==> src/rtl/id_ex_if.sv <==
// ID/EX boundary bundle: decode-side inputs, write-back bypass, EX-side outputs.
// master = upstream/downstream environment, slave = the id_ex_reg block.
interface id_ex_if #(
  parameter int unsigned XLEN   = 32,
  parameter int unsigned CTRL_W = 16,
  parameter int unsigned PERF_W = 32
);
  logic              id_valid;
  logic              id_ready;
  logic [XLEN-1:0]   id_pc;
  logic [XLEN-1:0]   id_imm;
  logic [4:0]        id_rs1;
  logic [4:0]        id_rs2;
  logic [4:0]        id_rd;
  logic [CTRL_W-1:0] id_ctrl;
  logic              id_is_load;
  logic [XLEN-1:0]   rf_rd1;
  logic [XLEN-1:0]   rf_rd2;
  logic              wb_we;
  logic [4:0]        wb_wa;
  logic [XLEN-1:0]   wb_wd;
  logic              flush;
  logic              ex_ready;
  logic              ex_valid;
  logic [XLEN-1:0]   ex_pc;
  logic [XLEN-1:0]   ex_imm;
  logic [XLEN-1:0]   ex_op1;
  logic [XLEN-1:0]   ex_op2;
  logic [4:0]        ex_rs1;
  logic [4:0]        ex_rs2;
  logic [4:0]        ex_rd;
  logic [CTRL_W-1:0] ex_ctrl;
  logic              ex_is_load;
  logic              load_use_stall;
  logic [PERF_W-1:0] perf_bubbles;
  logic [PERF_W-1:0] perf_flushes;

  modport master (
    output id_valid, id_pc, id_imm, id_rs1, id_rs2, id_rd, id_ctrl, id_is_load,
           rf_rd1, rf_rd2, wb_we, wb_wa, wb_wd, flush, ex_ready,
    input  id_ready, ex_valid, ex_pc, ex_imm, ex_op1, ex_op2, ex_rs1, ex_rs2,
           ex_rd, ex_ctrl, ex_is_load, load_use_stall, perf_bubbles, perf_flushes
  );

  modport slave (
    input  id_valid, id_pc, id_imm, id_rs1, id_rs2, id_rd, id_ctrl, id_is_load,
           rf_rd1, rf_rd2, wb_we, wb_wa, wb_wd, flush, ex_ready,
    output id_ready, ex_valid, ex_pc, ex_imm, ex_op1, ex_op2, ex_rs1, ex_rs2,
           ex_rd, ex_ctrl, ex_is_load, load_use_stall, perf_bubbles, perf_flushes
  );
endinterface

==> src/rtl/id_ex_reg.sv <==
// ID/EX pipeline register for the RV32I core.
// Captures RF read data with write-back bypass, inserts one bubble per
// load-use hazard, supports valid/ready backpressure and branch flush.
// Optional bubble/flush counters are built when ID_EX_PERF_EN is defined;
// otherwise the perf outputs are tied to zero and no counter flops exist.
module id_ex_reg #(
  parameter int unsigned XLEN   = 32,
  parameter int unsigned CTRL_W = 16,
  parameter int unsigned PERF_W = 32
) (
  input  logic    clk,
  input  logic    rst,
  id_ex_if.slave  bus
);

  logic [XLEN-1:0]   r_ex_pc;
  logic [XLEN-1:0]   r_ex_imm;
  logic [XLEN-1:0]   r_ex_op1;
  logic [XLEN-1:0]   r_ex_op2;
  logic [4:0]        r_ex_rs1;
  logic [4:0]        r_ex_rs2;
  logic [4:0]        r_ex_rd;
  logic [CTRL_W-1:0] r_ex_ctrl;
  logic              r_ex_valid;
  logic              r_ex_is_load;

  logic [XLEN-1:0]   w_op1;
  logic [XLEN-1:0]   w_op2;
  logic              w_hazard;
  logic              w_adv;

  // Write-back bypass, load-use detection and advance condition
  always_comb begin
    w_op1 = (bus.wb_we && (bus.wb_wa != 5'd0) && (bus.wb_wa == bus.id_rs1)) ?
            bus.wb_wd : bus.rf_rd1;
    w_op2 = (bus.wb_we && (bus.wb_wa != 5'd0) && (bus.wb_wa == bus.id_rs2)) ?
            bus.wb_wd : bus.rf_rd2;
    w_hazard = bus.id_valid && r_ex_valid && r_ex_is_load && (r_ex_rd != 5'd0) &&
               ((r_ex_rd == bus.id_rs1) || (r_ex_rd == bus.id_rs2));
    w_adv = !r_ex_valid || bus.ex_ready;
  end

  assign bus.id_ready       = w_adv && !w_hazard && !bus.flush;
  assign bus.load_use_stall = w_hazard && !bus.flush;

  // Pipeline register: reset > flush > bubble > latch > drain > hold
  always_ff @(posedge clk) begin
    if (rst) begin
      r_ex_valid   <= 1'b0;
      r_ex_is_load <= 1'b0;
      r_ex_ctrl    <= '0;
      r_ex_pc      <= '0;
      r_ex_imm     <= '0;
      r_ex_op1     <= '0;
      r_ex_op2     <= '0;
      r_ex_rs1     <= '0;
      r_ex_rs2     <= '0;
      r_ex_rd      <= '0;
    end else if (bus.flush) begin
      r_ex_valid   <= 1'b0;
      r_ex_is_load <= 1'b0;
      r_ex_ctrl    <= '0;
    end else if (w_adv) begin
      if (w_hazard || !bus.id_valid) begin
        // Bubble (or empty slot): clearing ex_valid also clears the hazard next cycle
        r_ex_valid   <= 1'b0;
        r_ex_is_load <= 1'b0;
        r_ex_ctrl    <= '0;
      end else begin
        r_ex_valid   <= 1'b1;
        r_ex_is_load <= bus.id_is_load;
        r_ex_ctrl    <= bus.id_ctrl;
        r_ex_pc      <= bus.id_pc;
        r_ex_imm     <= bus.id_imm;
        r_ex_op1     <= w_op1;
        r_ex_op2     <= w_op2;
        r_ex_rs1     <= bus.id_rs1;
        r_ex_rs2     <= bus.id_rs2;
        r_ex_rd      <= bus.id_rd;
      end
    end
  end

  assign bus.ex_valid   = r_ex_valid;
  assign bus.ex_is_load = r_ex_is_load;
  assign bus.ex_ctrl    = r_ex_ctrl;
  assign bus.ex_pc      = r_ex_pc;
  assign bus.ex_imm     = r_ex_imm;
  assign bus.ex_op1     = r_ex_op1;
  assign bus.ex_op2     = r_ex_op2;
  assign bus.ex_rs1     = r_ex_rs1;
  assign bus.ex_rs2     = r_ex_rs2;
  assign bus.ex_rd      = r_ex_rd;

`ifdef ID_EX_PERF_EN
  logic [PERF_W-1:0] r_perf_bubbles;
  logic [PERF_W-1:0] r_perf_flushes;

  // Event counters, wrapping naturally at 2^PERF_W
  always_ff @(posedge clk) begin
    if (rst) begin
      r_perf_bubbles <= '0;
      r_perf_flushes <= '0;
    end else if (bus.flush) begin
      r_perf_flushes <= r_perf_flushes + 1'b1;
    end else if (w_adv && w_hazard) begin
      r_perf_bubbles <= r_perf_bubbles + 1'b1;
    end
  end

  assign bus.perf_bubbles = r_perf_bubbles;
  assign bus.perf_flushes = r_perf_flushes;
`else
  assign bus.perf_bubbles = {PERF_W{1'b0}};
  assign bus.perf_flushes = {PERF_W{1'b0}};
`endif

endmodule

==> src/flat_wrapper.sv <==
// flat-port wrapper written by rule: the top's interface ports become plain ports
module id_ex_reg_flat 
#(
  parameter int unsigned XLEN   = 32,
  parameter int unsigned CTRL_W = 16,
  parameter int unsigned PERF_W = 32
)
  (clk, rst, bus_id_valid, bus_id_pc, bus_id_imm, bus_id_rs1, bus_id_rs2, bus_id_rd, bus_id_ctrl, bus_id_is_load, bus_rf_rd1, bus_rf_rd2, bus_wb_we, bus_wb_wa, bus_wb_wd, bus_flush, bus_ex_ready, bus_id_ready, bus_ex_valid, bus_ex_pc, bus_ex_imm, bus_ex_op1, bus_ex_op2, bus_ex_rs1, bus_ex_rs2, bus_ex_rd, bus_ex_ctrl, bus_ex_is_load, bus_load_use_stall, bus_perf_bubbles, bus_perf_flushes);
  id_ex_if #(.XLEN(XLEN), .CTRL_W(CTRL_W), .PERF_W(PERF_W)) bus_i ();
  input  logic clk;
  input  logic rst;
  input wire logic [$bits(bus_i.id_valid)-1:0] bus_id_valid;
  input wire logic [$bits(bus_i.id_pc)-1:0] bus_id_pc;
  input wire logic [$bits(bus_i.id_imm)-1:0] bus_id_imm;
  input wire logic [$bits(bus_i.id_rs1)-1:0] bus_id_rs1;
  input wire logic [$bits(bus_i.id_rs2)-1:0] bus_id_rs2;
  input wire logic [$bits(bus_i.id_rd)-1:0] bus_id_rd;
  input wire logic [$bits(bus_i.id_ctrl)-1:0] bus_id_ctrl;
  input wire logic [$bits(bus_i.id_is_load)-1:0] bus_id_is_load;
  input wire logic [$bits(bus_i.rf_rd1)-1:0] bus_rf_rd1;
  input wire logic [$bits(bus_i.rf_rd2)-1:0] bus_rf_rd2;
  input wire logic [$bits(bus_i.wb_we)-1:0] bus_wb_we;
  input wire logic [$bits(bus_i.wb_wa)-1:0] bus_wb_wa;
  input wire logic [$bits(bus_i.wb_wd)-1:0] bus_wb_wd;
  input wire logic [$bits(bus_i.flush)-1:0] bus_flush;
  input wire logic [$bits(bus_i.ex_ready)-1:0] bus_ex_ready;
  output wire logic [$bits(bus_i.id_ready)-1:0] bus_id_ready;
  output wire logic [$bits(bus_i.ex_valid)-1:0] bus_ex_valid;
  output wire logic [$bits(bus_i.ex_pc)-1:0] bus_ex_pc;
  output wire logic [$bits(bus_i.ex_imm)-1:0] bus_ex_imm;
  output wire logic [$bits(bus_i.ex_op1)-1:0] bus_ex_op1;
  output wire logic [$bits(bus_i.ex_op2)-1:0] bus_ex_op2;
  output wire logic [$bits(bus_i.ex_rs1)-1:0] bus_ex_rs1;
  output wire logic [$bits(bus_i.ex_rs2)-1:0] bus_ex_rs2;
  output wire logic [$bits(bus_i.ex_rd)-1:0] bus_ex_rd;
  output wire logic [$bits(bus_i.ex_ctrl)-1:0] bus_ex_ctrl;
  output wire logic [$bits(bus_i.ex_is_load)-1:0] bus_ex_is_load;
  output wire logic [$bits(bus_i.load_use_stall)-1:0] bus_load_use_stall;
  output wire logic [$bits(bus_i.perf_bubbles)-1:0] bus_perf_bubbles;
  output wire logic [$bits(bus_i.perf_flushes)-1:0] bus_perf_flushes;
  assign bus_i.id_valid = bus_id_valid;
  assign bus_i.id_pc = bus_id_pc;
  assign bus_i.id_imm = bus_id_imm;
  assign bus_i.id_rs1 = bus_id_rs1;
  assign bus_i.id_rs2 = bus_id_rs2;
  assign bus_i.id_rd = bus_id_rd;
  assign bus_i.id_ctrl = bus_id_ctrl;
  assign bus_i.id_is_load = bus_id_is_load;
  assign bus_i.rf_rd1 = bus_rf_rd1;
  assign bus_i.rf_rd2 = bus_rf_rd2;
  assign bus_i.wb_we = bus_wb_we;
  assign bus_i.wb_wa = bus_wb_wa;
  assign bus_i.wb_wd = bus_wb_wd;
  assign bus_i.flush = bus_flush;
  assign bus_i.ex_ready = bus_ex_ready;
  assign bus_id_ready = bus_i.id_ready;
  assign bus_ex_valid = bus_i.ex_valid;
  assign bus_ex_pc = bus_i.ex_pc;
  assign bus_ex_imm = bus_i.ex_imm;
  assign bus_ex_op1 = bus_i.ex_op1;
  assign bus_ex_op2 = bus_i.ex_op2;
  assign bus_ex_rs1 = bus_i.ex_rs1;
  assign bus_ex_rs2 = bus_i.ex_rs2;
  assign bus_ex_rd = bus_i.ex_rd;
  assign bus_ex_ctrl = bus_i.ex_ctrl;
  assign bus_ex_is_load = bus_i.ex_is_load;
  assign bus_load_use_stall = bus_i.load_use_stall;
  assign bus_perf_bubbles = bus_i.perf_bubbles;
  assign bus_perf_flushes = bus_i.perf_flushes;
  id_ex_reg #(.XLEN(XLEN), .CTRL_W(CTRL_W), .PERF_W(PERF_W)) u_core (.clk(clk), .rst(rst), .bus(bus_i));
endmodule
==> config.mk <==
export PLATFORM = sky130hd
export DESIGN_NAME = id_ex_reg_flat
export DESIGN_NICKNAME = d
export VERILOG_FILES = /design/src/rtl/id_ex_if.sv /design/src/rtl/id_ex_reg.sv /design/src/flat_wrapper.sv
export SDC_FILE = /design/constraint.sdc
export NUM_CORES = 1
export LEC_CHECK = 0
export BUFFER_PORTS_ARGS = -buffer_cell sky130_fd_sc_hd__buf_2
export CAP_MARGIN = 0
export CORE_MARGIN = 2
export CORE_UTILIZATION = 30
export CTS_BUF_LIST = sky130_fd_sc_hd__clkbuf_4 sky130_fd_sc_hd__clkbuf_8
export DETAILED_ROUTE_END_ITERATION = 8
export SYNTH_ARGS = -nofsm -noshare
export SYNTH_HDL_FRONTEND = slang
export SYNTH_SLANG_ARGS = --single-unit
==> constraint.sdc <==
create_clock -name clk -period 4.29 [get_ports clk]
set_input_delay 0.858 -clock clk [delete_from_list [all_inputs] [get_ports clk]]
set_output_delay 0.858 -clock clk [all_outputs]
set_load 0.01 [all_outputs]
# Word-level counts from Yosys, hierarchy flattened
# Index checks and enable logic that the tools add are counted.
# totals
reg_bits	161
out_inout_bits	227
word_cells	42
inputBits	203
# classes
reduce_logical	21
n_mux	5
bitwise	2
n_eq_ne	4
# ops
op	count
two-way mux 32 bit	2
equality test 5 bit	4
two-way mux 16 bit	1
logical AND 1 bit	10
nonzero test 5 bit	2
zero test 1 bit	4
logical OR 1 bit	3
AND reduction 3 bit	1
two-way mux 1 bit	2
inverter 1 bit	2
OR reduction 2 bit	1

# Depth between registers and ports, before layout
# logic_depth
depth_word	7
mapped_depth	8
ltp_nobuf	5

# Least setup slack after synthesis
# No wires, ideal clock.
# synth_timing
path_kind	input-to-reg
start	in bus_wb_wa[4]
end	reg u_core.r_ex_op1[17], in the netlist u_core.bus.ex_op1[17]
setup_slack_ns	1.780
setup_time_ns	0.121
arrival_ns	2.388
path_stages	7
path_buffers	2
required_time_ns	4.169
path_cell_list	or4_1 o21a_1 clkbuf_1 buf_1 nand4_1 a21oi_1 mux2_4
# synth_between
elab_chain_len	4
elab_cells_between_ends	5
cone_classes	1 x eq/ne; 1 x mux; 3 x reduce/logical
# synth_lines
element	line	source
from (decl)	flat_wrapper.sv:23	input wire logic [$bits(bus_i.wb_wa)-1:0] bus_wb_wa;
nonzero test 5 bit	id_ex_reg.sv:34	w_op1 = (bus.wb_we && (bus.wb_wa != 5'd0) && (bus.wb_wa == bus.id_rs1)) ?
logical AND 1 bit	id_ex_reg.sv:34	
logical AND 1 bit *	id_ex_reg.sv:34	
two-way mux 32 bit *	id_ex_reg.sv:34	
to (signal assigned)	id_ex_reg.sv:75	r_ex_op1 <= w_op1;
to (decl)	id_ex_reg.sv:18	logic [XLEN-1:0] r_ex_op1;
# Mark *: on every way between the ends. The rest lies on a longest branch, timed or not.
# A chain may end at the register's enable or synchronous reset.

# Worst setup path in the final report
# layout_timing
start	in bus_id_rs2[2]
end	out bus_load_use_stall
# layout_between
elab_chain_len	4
# layout_lines
element	line	source
from (decl)	flat_wrapper.sv:16	input wire logic [$bits(bus_i.id_rs2)-1:0] bus_id_rs2;
equality test 5 bit	id_ex_reg.sv:39	((r_ex_rd == bus.id_rs1) || (r_ex_rd == bus.id_rs2));
logical OR 1 bit	id_ex_reg.sv:39	
logical AND 1 bit	id_ex_reg.sv:38	w_hazard = bus.id_valid && r_ex_valid && r_ex_is_load && (r_ex_rd != 5'd0) &&
logical AND 1 bit	id_ex_reg.sv:44	assign bus.load_use_stall = w_hazard && !bus.flush;
to (decl)	flat_wrapper.sv:38	output wire logic [$bits(bus_i.load_use_stall)-1:0] bus_load_use_stall;
# No other way between the ends.

==> run_results.csv <==
group,metric,value,unit
detailed_routing,remaining_drc_errors,0,
power,leakagePower,5.08,nW
synth,synth_xor_xnor_area_share,2.02,%
detailed_routing,drt_wl_total,28400,µm
power,clockPowerShare,35.2,%
setup_path,reg2reg_setup_slack,1.82,ns
setup_path,cp_max_fo,5,
setup_path,crit_required,3.43,ns
sta,rsz0062_at_grt,"no",
floorplan,num_io_pins,430,
floorplan,die_y,174,µm
status,outcome,"complete, no violations",
power,switching_share,33.5,%
synth,ys_seq_area_share,37.1,%
floorplan,core_area,0.0286,mm²
sta,finClkSkew,0.0309,ns
job,max_cap_viol_count,0,
grt,first_global_vias,7811,
synth,synth-compound-area-share,12.1,%
grt,grt_usage,18.1,%
clock_tree,root_buffer,"clkbuf_8",
clock_tree,worstSkewPairLatency,0.47,ns
sta,timing.final.crit_share,68.4,%
grt,antenna_found_initial,3,
detailed_routing,routed-wl-met3,2810,µm
placed_design,io_buffers,365,
placed_design,hpwl,20100,µm
power,p_sw,1.19,mW
setup_path,cp.arrival,2.07,ns
cells_and_area,area_growth,25.5,%
detailed_routing,routed.top_layer,"met5",
cells_and_area,drive_gt1_share,38.5,%
clock_tree,numCtsBuffers,17,
synth,synth_fa_ha_area_share,0,%
detailed_routing,vias,7913,
clock_tree,postCtsSetupRepairBufs,0,
synth,synthSimpleGateAreaFrac,17.3,%
power,p_per_area,326,mW/mm²
power,vdd_ir_drop_max,240,µV
cells_and_area,nets,1454,
synth,syn_area,0.00868,mm²
grt,grt_max_degree,105,
clock_tree,cts_max_level,4,
detailed_routing,drtIter0Drc,529,
clock_tree,hold_buffers,0,
sta,drv_slew,0,
synth,synthMuxAreaShare,20.0,%
grt,grt_pass1_wl,43700,µm
sta,period_minus_slack,2.93,ns
setup_path,endpoint_kind,"output pin",
detailed_routing,via_per_inst,4.80,
setup_path,critPathLaunchType,"input port",
floorplan,die_area,0.0303,mm²
sta,finalSetupViolCount,0,
detailed_routing,drt_pass1_iterations,5,
grt,overflow,0,
synth,synth_cell_types,36,
sta,fmax,0.341,GHz
detailed_routing,wl_met2,13400,µm
detailed_routing,wl_met1,11800,µm
sta,hold_viol,0,
clock_tree,cts_buffer_depth,2,
detailed_routing,detail_route.wl_per_cell,17.2,µm
min_path,min_path_type,"reg -> reg",
floorplan,chipWidth,174,µm
detailed_routing,antenna_left,0,
clock_tree,clk_pin_slew,0.11,ns
power,p_seq_share,45.3,%
clock_tree,cts_tree,"done",
sta,setup_tns,0,ns
power,comb_power_share,19.5,%
synth,synth_top_family_by_area,"multiplexers",
floorplan,rows,62,
setup_path,path_class,"in -> out",
power,p_int,2.36,mW
synth,synth.avg_cell_area,9.20,µm²
placed_design,dp.cells,1616,
placed_design,place_congestion,0.817,
clock_tree,cts_resized,0,
sta,slew_headroom,31.3,%
sta,worst_pin_slew,1.03,ns
synth,synth_cells,944,
clock_tree,cts_sinks,161,
synth,yosys_warnings,0,
floorplan,initial_core_util,30.3,%
synth,synth.ff_latch_count,161,
cells_and_area,stdcell_count,1649,
## routing by layer
metal	track usage (%)	up-vias
met1	22.2	3711
met2	30.5	361
met3	6.58	30
met4	3.92	4
li1	-	3807
met5	0	-
## logic make-up after synthesis
logic type,Yosys count
AND/OR/NAND/NOR,306
flip-flops,161
buffers and inverters,159
AO/OA/AOI/OAI,154
multiplexers,143
XOR/XNOR,20
other,1
## sequential cells by signal, summed over array words and instances (netlist names)
| register | cells |
|---|---|
| u_core.bus.ex_rs1 | 5 |
| u_core.bus.ex_ctrl | 16 |
| u_core.bus.ex_is_load | 1 |
| u_core.bus.ex_valid | 1 |
| u_core.bus.ex_rd | 5 |
| u_core.bus.ex_imm | 32 |
| u_core.bus.ex_rs2 | 5 |
| u_core.bus.ex_pc | 32 |
| u_core.bus.ex_op2 | 32 |
| u_core.bus.ex_op1 | 32 |
## layout make-up
type	count	area, µm²
Antenna cell	1	2.50
Clock buffer	17	234
Clock inverter	15	218
Fill cell	2986	17700
Inverter	1	6.26
Multi-Input combinational cell	687	4740
Sequential cell	161	3220
Tap cell	384	480
Timing Repair Buffer	383	1990
## final timing paths
path | cells past startpoint | end | startpoint
max | 8 | bus_load_use_stall | bus_id_rs2[2]
min | 2 | u_core.bus.ex_rs2[4]$_SDFFE_PP0P_ | u_core.bus.ex_rs2[4]$_SDFFE_PP0P_
max reg2reg | 5 | u_core.bus.ex_rs1[4]$_SDFFE_PP0P_ | u_core.bus.ex_rd[0]$_SDFFE_PP0P_
min reg2reg | 2 | u_core.bus.ex_rs2[4]$_SDFFE_PP0P_ | u_core.bus.ex_rs2[4]$_SDFFE_PP0P_
## synth_stat cells (all sizes together)
master  number  area (µm²)
and2b        1        8.76
dfxtp      161        3220
xnor2       20         175
a211o        1        8.76
nor2b       64         400
a311oi       1        8.76
inv          1        3.75
or4          1        7.51
nand3        4        20.0
o311a        1        21.3
a32o        17         170
a211oi       1        7.51
nand4       64         400
nor2         2        7.51
mux2i       79         791
conb         1        3.75
and3         2        12.5
buf        107         791
o21ai        1        8.76
or3          1        6.26
o22ai        1        6.26
o31ai       64         480
a21oi       64         320
o21a         2        15.0
a21boi       1        7.51
mux2        64         946
or2b         1        8.76
nand2      163         612
clkbuf      51         191
and2         3        18.8
## critical path: stages
cell and delay, ns:
buf_2 0.13, xnor2_1 0.18, nand3_1 0.09, o22ai_1 0.25, buf_4 0.21, nand2_1 0.05
nor2_1 0.14, buf_2 0.15
## per-stage QoR
| step | power [mW] | hold WS [ns] | util [%] | area [µm²] | setup slack [ns] |
|---|---|---|---|---|---|
| after floorplan | 2.10 | 0.479 | - | 8920 | 1.78 |
| after global placement | 2.33 | 0.439 | 36.5 | 10400 | 1.28 |
| after detailed placement | 2.33 | 0.444 | 36.5 | 10400 | 1.27 |
| after CTS | 3.61 | 0.463 | 38.0 | 10900 | 1.27 |
| after global routing | 3.73 | 0.480 | 38.0 | 10900 | 1.23 |
| final | 3.55 | 0.461 | 38.1 | 10900 | 1.36 |
## power by group through the flow
stage          Clock [mW]  Sequential, mW  Combinational (mW)
3_5_place_dp            0            1.64               0.692
3_3_place_gp            0            1.64               0.691
5_1_grt              1.36            1.62               0.748
4_1_cts              1.30            1.61               0.693
6_report             1.25            1.61               0.691
2_1_floorplan           0            1.68               0.427
## cell usage in the layout, fill, tap and decap left out
cell	synthesis	final
nor2_1	2	2
o21ai_4	0	1
clkinv_4	0	2
mux2_2	4	4
or4_1	1	1
inv_6	0	2
clkbuf_8	0	17
diode_2	0	1
buf_2	12	364
inv_4	0	1
o22ai_1	1	1
o21a_2	0	1
nand4_1	64	64
nand2_1	163	163
bufinv_16	0	1
a211oi_4	0	1
a21oi_1	64	64
or3_1	1	1
nand3_1	4	4
and2_1	3	3
mux2i_1	79	79
clkinv_8	0	8
conb_1	1	64
buf_4	69	17
a21boi_0	1	1
and2b_2	1	1
nor2b_1	64	64
dfxtp_1	161	161
a311oi_1	1	1
mux2_4	60	60
o31ai_1	64	64
o311a_4	1	1
o21a_1	2	1
buf_12	2	2
or2b_2	1	1
inv_8	0	2
a32o_1	17	17
a211o_4	0	1
and3_1	2	2
xnor2_1	20	20
(Power assumes the default switching activity.)
